File: src/rtl/phase_frame_sequencer_if.sv
// Bank-write and command channels between the UART command decoder and the
// phase frame sequencer.
interface phase_frame_sequencer_if #(
  parameter int unsigned FRAME_WIDTH  = 2,
  parameter int unsigned CH_WIDTH     = 8,
  parameter int unsigned OFFSET_WIDTH = 11,
  parameter int unsigned HOLD_WIDTH   = 16
) ();
  logic                    wr_valid;
  logic                    wr_ready;
  logic [FRAME_WIDTH-1:0]  wr_frame;
  logic [CH_WIDTH-1:0]     wr_channel;
  logic [OFFSET_WIDTH-1:0] wr_offset;

  logic                    cmd_valid;
  logic                    cmd_ready;
  logic [1:0]              cmd_op;
  logic [FRAME_WIDTH-1:0]  cmd_frame;
  logic [FRAME_WIDTH-1:0]  cmd_last;
  logic [HOLD_WIDTH-1:0]   cmd_hold;

  modport master (
    output wr_valid, wr_frame, wr_channel, wr_offset,
    output cmd_valid, cmd_op, cmd_frame, cmd_last, cmd_hold,
    input  wr_ready, cmd_ready
  );

  modport slave (
    input  wr_valid, wr_frame, wr_channel, wr_offset,
    input  cmd_valid, cmd_op, cmd_frame, cmd_last, cmd_hold,
    output wr_ready, cmd_ready
  );
endinterface

File: src/rtl/phase_frame_sequencer.sv
// Stores banks of per-channel phase offsets and applies them to the generator
// array on carrier-period boundaries, optionally animating through a bank range.
module phase_frame_sequencer #(
  parameter int unsigned OUTPUTS      = 64,
  parameter int unsigned OFFSET_WIDTH = 11,
  parameter int unsigned FRAMES       = 4,
  parameter int unsigned FRAME_WIDTH  = 2,
  parameter int unsigned CH_WIDTH     = 8,
  parameter int unsigned HOLD_WIDTH   = 16
) (
  input  logic                             clk,
  input  logic                             rst,
  phase_frame_sequencer_if.slave           bus,
  input  logic                             carrier_sync,
  output logic [OFFSET_WIDTH*OUTPUTS-1:0]  offsets,
  output logic                             reload,
  output logic                             busy,
  output logic                             playing,
  output logic [FRAME_WIDTH-1:0]           cur_frame
);

  localparam int unsigned BUS_W    = OFFSET_WIDTH * OUTPUTS;
  localparam int unsigned CH_IDX_W = $clog2(OUTPUTS);
  localparam int unsigned CH_CMP_W = CH_WIDTH + 1;

  localparam logic [1:0] OP_COMMIT = 2'b00;
  localparam logic [1:0] OP_PLAY   = 2'b01;
  localparam logic [1:0] OP_STOP   = 2'b10;

  typedef enum logic [2:0] {
    ST_IDLE,
    ST_WAIT_SYNC,
    ST_APPLY,
    ST_RELOAD,
    ST_PLAY_WAIT
  } state_e;

  state_e                  state_q, state_d;
  logic [FRAME_WIDTH-1:0]  target_q, target_d;
  logic [FRAME_WIDTH-1:0]  first_q, first_d;
  logic [FRAME_WIDTH-1:0]  last_q, last_d;
  logic [HOLD_WIDTH-1:0]   hold_q, hold_d;
  logic [HOLD_WIDTH-1:0]   cnt_q, cnt_d;
  logic                    playing_q, playing_d;
  logic [FRAME_WIDTH-1:0]  cur_frame_q, cur_frame_d;
  logic [BUS_W-1:0]        offsets_q, offsets_d;
  logic                    reload_q, reload_d;
  logic                    busy_q, busy_d;
  logic                    cmd_ready_q, cmd_ready_d;

  logic [OFFSET_WIDTH-1:0] store_q [FRAMES][OUTPUTS];
  logic [OFFSET_WIDTH-1:0] store_d [FRAMES][OUTPUTS];

  logic                    cmd_fire_c;
  logic                    wr_hit_c;

  assign cmd_fire_c = bus.cmd_valid && cmd_ready_q;
  // Writes to channels beyond the array are accepted but dropped.
  assign wr_hit_c   = bus.wr_valid &&
                      ({1'b0, bus.wr_channel} < CH_CMP_W'(OUTPUTS));

  assign bus.wr_ready = 1'b1;
  assign bus.cmd_ready = cmd_ready_q;
  assign offsets   = offsets_q;
  assign reload    = reload_q;
  assign busy      = busy_q;
  assign playing   = playing_q;
  assign cur_frame = cur_frame_q;

  // Bank store next state.
  always_comb begin
    store_d = store_q;
    if (wr_hit_c) begin
      store_d[bus.wr_frame][bus.wr_channel[CH_IDX_W-1:0]] = bus.wr_offset;
    end
  end

  // Sequencer next state and registered outputs.
  always_comb begin
    state_d     = state_q;
    target_d    = target_q;
    first_d     = first_q;
    last_d      = last_q;
    hold_d      = hold_q;
    cnt_d       = cnt_q;
    playing_d   = playing_q;
    cur_frame_d = cur_frame_q;
    offsets_d   = offsets_q;
    reload_d    = 1'b1;

    case (state_q)
      ST_IDLE, ST_PLAY_WAIT: begin
        // An accepted command takes priority over a terminal playback sync.
        if (cmd_fire_c && bus.cmd_op == OP_COMMIT) begin
          target_d  = bus.cmd_frame;
          playing_d = 1'b0;
          state_d   = ST_WAIT_SYNC;
        end else if (cmd_fire_c && bus.cmd_op == OP_PLAY) begin
          first_d   = bus.cmd_frame;
          last_d    = bus.cmd_last;
          hold_d    = (bus.cmd_hold == '0) ? HOLD_WIDTH'(1) : bus.cmd_hold;
          target_d  = bus.cmd_frame;
          playing_d = 1'b1;
          state_d   = ST_WAIT_SYNC;
        end else if (cmd_fire_c && bus.cmd_op == OP_STOP) begin
          playing_d = 1'b0;
          state_d   = ST_IDLE;
        end else if (state_q == ST_PLAY_WAIT && carrier_sync) begin
          cnt_d = cnt_q - HOLD_WIDTH'(1);
          if (cnt_q == HOLD_WIDTH'(1)) begin
            target_d = (target_q == last_q) ? first_q
                                            : target_q + FRAME_WIDTH'(1);
            state_d  = ST_APPLY;
          end
        end
      end
      ST_WAIT_SYNC: begin
        if (carrier_sync) begin
          state_d = ST_APPLY;
        end
      end
      ST_APPLY: begin
        for (int unsigned i = 0; i < OUTPUTS; i++) begin
          offsets_d[i*OFFSET_WIDTH +: OFFSET_WIDTH] = store_q[target_q][i];
        end
        cur_frame_d = target_q;
        reload_d    = 1'b0;
        state_d     = ST_RELOAD;
      end
      ST_RELOAD: begin
        if (playing_q) begin
          cnt_d   = hold_q;
          state_d = ST_PLAY_WAIT;
        end else begin
          state_d = ST_IDLE;
        end
      end
      default: begin
        state_d = ST_IDLE;
      end
    endcase

    busy_d      = (state_d != ST_IDLE);
    cmd_ready_d = (state_d == ST_IDLE) || (state_d == ST_PLAY_WAIT);
  end

  always_ff @(posedge clk or negedge rst) begin
    if (!rst) begin
      state_q     <= ST_IDLE;
      target_q    <= '0;
      first_q     <= '0;
      last_q      <= '0;
      hold_q      <= '0;
      cnt_q       <= '0;
      playing_q   <= 1'b0;
      cur_frame_q <= '0;
      offsets_q   <= '0;
      reload_q    <= 1'b1;
      busy_q      <= 1'b0;
      cmd_ready_q <= 1'b1;
      for (int unsigned f = 0; f < FRAMES; f++) begin
        for (int unsigned c = 0; c < OUTPUTS; c++) begin
          store_q[f][c] <= '0;
        end
      end
    end else begin
      state_q     <= state_d;
      target_q    <= target_d;
      first_q     <= first_d;
      last_q      <= last_d;
      hold_q      <= hold_d;
      cnt_q       <= cnt_d;
      playing_q   <= playing_d;
      cur_frame_q <= cur_frame_d;
      offsets_q   <= offsets_d;
      reload_q    <= reload_d;
      busy_q      <= busy_d;
      cmd_ready_q <= cmd_ready_d;
      store_q     <= store_d;
    end
  end

endmodule

File: src/flat_wrapper.sv
// flat-port wrapper written by rule: the top's interface ports become plain ports
module phase_frame_sequencer_flat 
#(
  parameter int unsigned OUTPUTS      = 64,
  parameter int unsigned OFFSET_WIDTH = 11,
  parameter int unsigned FRAMES       = 4,
  parameter int unsigned FRAME_WIDTH  = 2,
  parameter int unsigned CH_WIDTH     = 8,
  parameter int unsigned HOLD_WIDTH   = 16
)
  (clk, rst, carrier_sync, offsets, reload, busy, playing, cur_frame, bus_wr_valid, bus_wr_frame, bus_wr_channel, bus_wr_offset, bus_cmd_valid, bus_cmd_op, bus_cmd_frame, bus_cmd_last, bus_cmd_hold, bus_wr_ready, bus_cmd_ready);
  phase_frame_sequencer_if #(.FRAME_WIDTH(FRAME_WIDTH), .CH_WIDTH(CH_WIDTH), .OFFSET_WIDTH(OFFSET_WIDTH), .HOLD_WIDTH(HOLD_WIDTH)) bus_i ();
  input  logic clk;
  input  logic rst;
  input  logic carrier_sync;
  output logic [OFFSET_WIDTH*OUTPUTS-1:0] offsets;
  output logic reload;
  output logic busy;
  output logic playing;
  output logic [FRAME_WIDTH-1:0] cur_frame;
  input wire logic [$bits(bus_i.wr_valid)-1:0] bus_wr_valid;
  input wire logic [$bits(bus_i.wr_frame)-1:0] bus_wr_frame;
  input wire logic [$bits(bus_i.wr_channel)-1:0] bus_wr_channel;
  input wire logic [$bits(bus_i.wr_offset)-1:0] bus_wr_offset;
  input wire logic [$bits(bus_i.cmd_valid)-1:0] bus_cmd_valid;
  input wire logic [$bits(bus_i.cmd_op)-1:0] bus_cmd_op;
  input wire logic [$bits(bus_i.cmd_frame)-1:0] bus_cmd_frame;
  input wire logic [$bits(bus_i.cmd_last)-1:0] bus_cmd_last;
  input wire logic [$bits(bus_i.cmd_hold)-1:0] bus_cmd_hold;
  output wire logic [$bits(bus_i.wr_ready)-1:0] bus_wr_ready;
  output wire logic [$bits(bus_i.cmd_ready)-1:0] bus_cmd_ready;
  assign bus_i.wr_valid = bus_wr_valid;
  assign bus_i.wr_frame = bus_wr_frame;
  assign bus_i.wr_channel = bus_wr_channel;
  assign bus_i.wr_offset = bus_wr_offset;
  assign bus_i.cmd_valid = bus_cmd_valid;
  assign bus_i.cmd_op = bus_cmd_op;
  assign bus_i.cmd_frame = bus_cmd_frame;
  assign bus_i.cmd_last = bus_cmd_last;
  assign bus_i.cmd_hold = bus_cmd_hold;
  assign bus_wr_ready = bus_i.wr_ready;
  assign bus_cmd_ready = bus_i.cmd_ready;
  phase_frame_sequencer #(.OUTPUTS(OUTPUTS), .OFFSET_WIDTH(OFFSET_WIDTH), .FRAMES(FRAMES), .FRAME_WIDTH(FRAME_WIDTH), .CH_WIDTH(CH_WIDTH), .HOLD_WIDTH(HOLD_WIDTH)) u_core (.clk(clk), .rst(rst), .bus(bus_i), .carrier_sync(carrier_sync), .offsets(offsets), .reload(reload), .busy(busy), .playing(playing), .cur_frame(cur_frame));
endmodule
File: config.mk
export PLATFORM = sky130hd
export DESIGN_NAME = phase_frame_sequencer_flat
export DESIGN_NICKNAME = d
export VERILOG_FILES = /design/src/rtl/phase_frame_sequencer_if.sv /design/src/rtl/phase_frame_sequencer.sv /design/src/flat_wrapper.sv
export SDC_FILE = /design/constraint.sdc
export NUM_CORES = 2
export LEC_CHECK = 0
export BUFFER_PORTS_ARGS = -buffer_cell sky130_fd_sc_hd__buf_2
export CAP_MARGIN = 5
export CELL_PAD_IN_SITES_DETAIL_PLACEMENT = 1
export CELL_PAD_IN_SITES_GLOBAL_PLACEMENT = 2
export CORE_MARGIN = 5
export CORE_UTILIZATION = 40
export DETAILED_ROUTE_END_ITERATION = 7
export GPL_ROUTABILITY_DRIVEN = 1
export PLACE_DENSITY = 0.67
export SLEW_MARGIN = 30
export SYNTH_ARGS = -nofsm -noshare
export SYNTH_HDL_FRONTEND = slang
export SYNTH_SLANG_ARGS = --single-unit
File: constraint.sdc
create_clock -name clk -period 2.65 [get_ports clk]
set_input_delay 0.53 -clock clk [delete_from_list [all_inputs] [get_ports clk]]
set_output_delay 0.53 -clock clk [all_outputs]
set_load 0.02 [all_outputs]
==> results.json <==
{
  "drive_gt1_share_pct": 60.0,
  "die_w_um": 627,
  "grt_pass1_vias": 96600,
  "drc": 0,
  "clk_pin_slew_ns": 0.06,
  "syn_to_final_growth_pct": 19.1,
  "cts.repair.resized": 0,
  "ant_nets": 0,
  "setup_ws_ns": 0.191,
  "critPathCaptureType": "register",
  "cp_max_fo": 28,
  "ios": 759,
  "period_needed_ns": 2.46,
  "grt_pass1_wl_um": 672000,
  "ys_seq_elements": 3567,
  "wl_per_cell_um": 28.7,
  "core_area_um2": 379000,
  "initial_core_util_pct": 40.2,
  "cts_setup_buffers": 0,
  "hold_path.class": "in -> async",
  "power_leakage_nw": 92.2,
  "row_count": 226,
  "dp_hpwl_um": 301000,
  "fmax_mhz": 407,
  "status": "finished, final reports clean",
  "die_y_um": 627,
  "slew-limit-headroom_pct": 37.0,
  "synth-edff-count": 0,
  "pre_cts_ws_ns": -0.397,
  "cts_hold_buf": 28,
  "finalWeightedCongestion": 0.767,
  "io_buffers": 757,
  "die_area_um2": 394000,
  "drt-pass1-iter-count": 5,
  "final_cell_mix": "3,563 x dfrtp_1, 3,336 x mux2_2, 745 x buf_2",
  "skew_ns": 0.0494,
  "synth_top_flop_cell": "dfrtp_1",
  "final_util_pct": 47.9,
  "viasPerCell": 5.41,
  "cellPowerDensity_nw_per_um2": 737,
  "htreeDepth": 5,
  "finalCritPeriodShare_pct": 92.8,
  "setup_viol": 0,
  "max_cap_violations": 0,
  "grtUsageTotal_pct": 22.8,
  "seq_area_frac_synth_pct": 58.5,
  "worst_setup_path_start_kind": "register",
  "grt_max_degree": 140,
  "fillerInstances": 36000,
  "synth_nets": 9329,
  "slew_viol_final": 0,
  "grt-ovfl-total": 0,
  "routed_wl_um": 449000,
  "rsz0062_at_grt": "false",
  "timing.final.hold_violations": 0,
  "layout_commonest_cell": "dfrtp_1",
  "insertion_delay_ns": 0.96,
  "cts_root_buf": "clkbuf_16",
  "cts_tree": "yes",
  "dr.first_iter.drc_count": 4146,
  "crit_required_ns": 3.47,
  "ir_drop_mv": 0.527,
  "cts_buffer_depth": 4,
  "critPathKind": "reg -> reg",
  "synth.avg_cell_area_um2": 16.4,
  "ys_types": 57,
  "synth_async_sr_flop_share_pct": 100,
  "netlist_instances": 9279,
  "numCtsBuffers": 398,
  "num_vias": 84800,
  "cts_sinks": 3567,
  "antenna_found_initial": 32,
  "synthesis.area_um2": 152000,
  "tightest_slew_ns": 0.946,
  "nets": 10400,
  "ys_warn_count": 0,
  "worstPathArrival_ns": 3.27
}
-- flip-flops by register name, summed over array words and instances (netlist names) --
register,count
u_core.store_q,2816
u_core.offsets,704
u_core.cnt_q,16
u_core.hold_q,16
u_core.state_q,3
u_core.cur_frame,2
u_core.first_q,2
u_core.last_q,2
u_core.target_q,2
u_core.bus.cmd_ready,1
u_core.busy,1
u_core.playing,1
u_core.reload,1
-- cell families (layout without fill, tap and decap cells) --
family	after synthesis	in the layout	synth area share, %
xor+xnor	1	1	0.00574
flops	3567	3567	58.5
other cells	1	12	0.00246
compound gates	73	73	0.300
fa+ha+maj	2	2	0.0164
buf+inv	865	2224	2.67
simple gates	525	525	1.43
mux	4245	4245	37.0
-- cell type report --
class	count	area [um2]	area share, %
clock inverters	159	2210	1.22
repair buffers	1499	13100	7.21
well taps	5016	6280	3.46
inverters	5	18.8	0.0103
clock buffers	561	11500	6.33
multi-input cells	4847	59200	32.6
flip-flops and latches	3567	89300	49.2
diodes	11	27.5	0.0152
-- metrics by stage --
stage               setup TNS, ns  power [mW]  cells  hold WS [ns]  instance area (um2)
floorplan                       0        69.6   9279         0.234               152000
global placement          -100.32        77.6  14900         0.455               168000
detailed placement         -94.38        78.0  14900         0.456               168000
CTS                             0         136  15700        0.0106               182000
global route                    0         139  15700        0.0453               182000
finish                          0         134  15700        0.0990               182000
-- synth_stat cells (2+ instances only) --
library cell	count	share of area, %
or4_1	2	0.0098
o21a_1	2	0.0098
nand3b_1	2	0.0098
o22a_1	3	0.017
o21ai_0	22	0.072
nand2_1	219	0.54
nor3b_1	3	0.015
buf_4	49	0.24
or3_1	3	0.012
o211ai_1	2	0.0098
o22ai_1	4	0.016
nor4_2	2	0.016
nor2b_1	7	0.029
a2bb2oi_1	4	0.023
a22oi_1	2	0.0098
mux2_4	200	2.0
mux2_2	3336	25
a31oi_1	3	0.012
buf_2	368	1.2
a22o_1	2	0.011
nand2b_1	7	0.029
nand4_1	4	0.016
a211oi_1	2	0.0098
mux4_2	704	10
nor3_1	18	0.059
and2_1	4	0.016
buf_6	23	0.17
nor4b_1	2	0.011
o32ai_1	2	0.011
nand3_1	11	0.036
dfrtp_1	3565	59
ha_1	2	0.016
nor3_2	2	0.013
inv_1	4	0.0098
clkbuf_1	384	0.95
dfstp_2	2	0.034
buf_1	36	0.089
a21oi_1	20	0.066
mux2_1	5	0.037
nor4_1	4	0.016
nand4b_1	2	0.011
nor2_1	226	0.56
-- metal layers --
metal  wire length [um]  up-vias  track usage (%)
met2             229000     1388             39.4
met5                 27        -                0
met4              12800        4             6.15
li1                   -    35800                -
met1             194000    47000             30.6
met3              13500      553             2.63
-- critical path, cell delays in order, from the launching register on --
cell and delay (ns):
dfrtp_4 0.76, buf_12 0.31, buf_12 0.30, mux4_2 0.63
mux2_2 0.29
-- path summary, 6_finish.rpt --
kind / startpoint / endpoint / slack, ns / depth (start not counted)
setup / recovery: u_core.target_q[0] / u_core.offsets[426] / 0.19 / 4
hold / removal: rst / u_core.offsets[602] / 0.1 / 2
setup reg to reg: u_core.target_q[0] / u_core.offsets[426] / 0.19 / 4
hold reg to reg: u_core.store_q[2787] / u_core.store_q[2787] / 0.49 / 1
max in group asynchronous: rst / u_core.store_q[1278] / 1.29 / 5
min in group clk: bus_wr_offset[10] / u_core.store_q[1363] / 0.12 / 2
-- power breakdown --
part	switching, mW	internal [mW]
registers	1.47	56.3
clock network	23.3	34.0
logic	11.1	7.84
No activity file was read; power rests on OpenSTA's default activity.
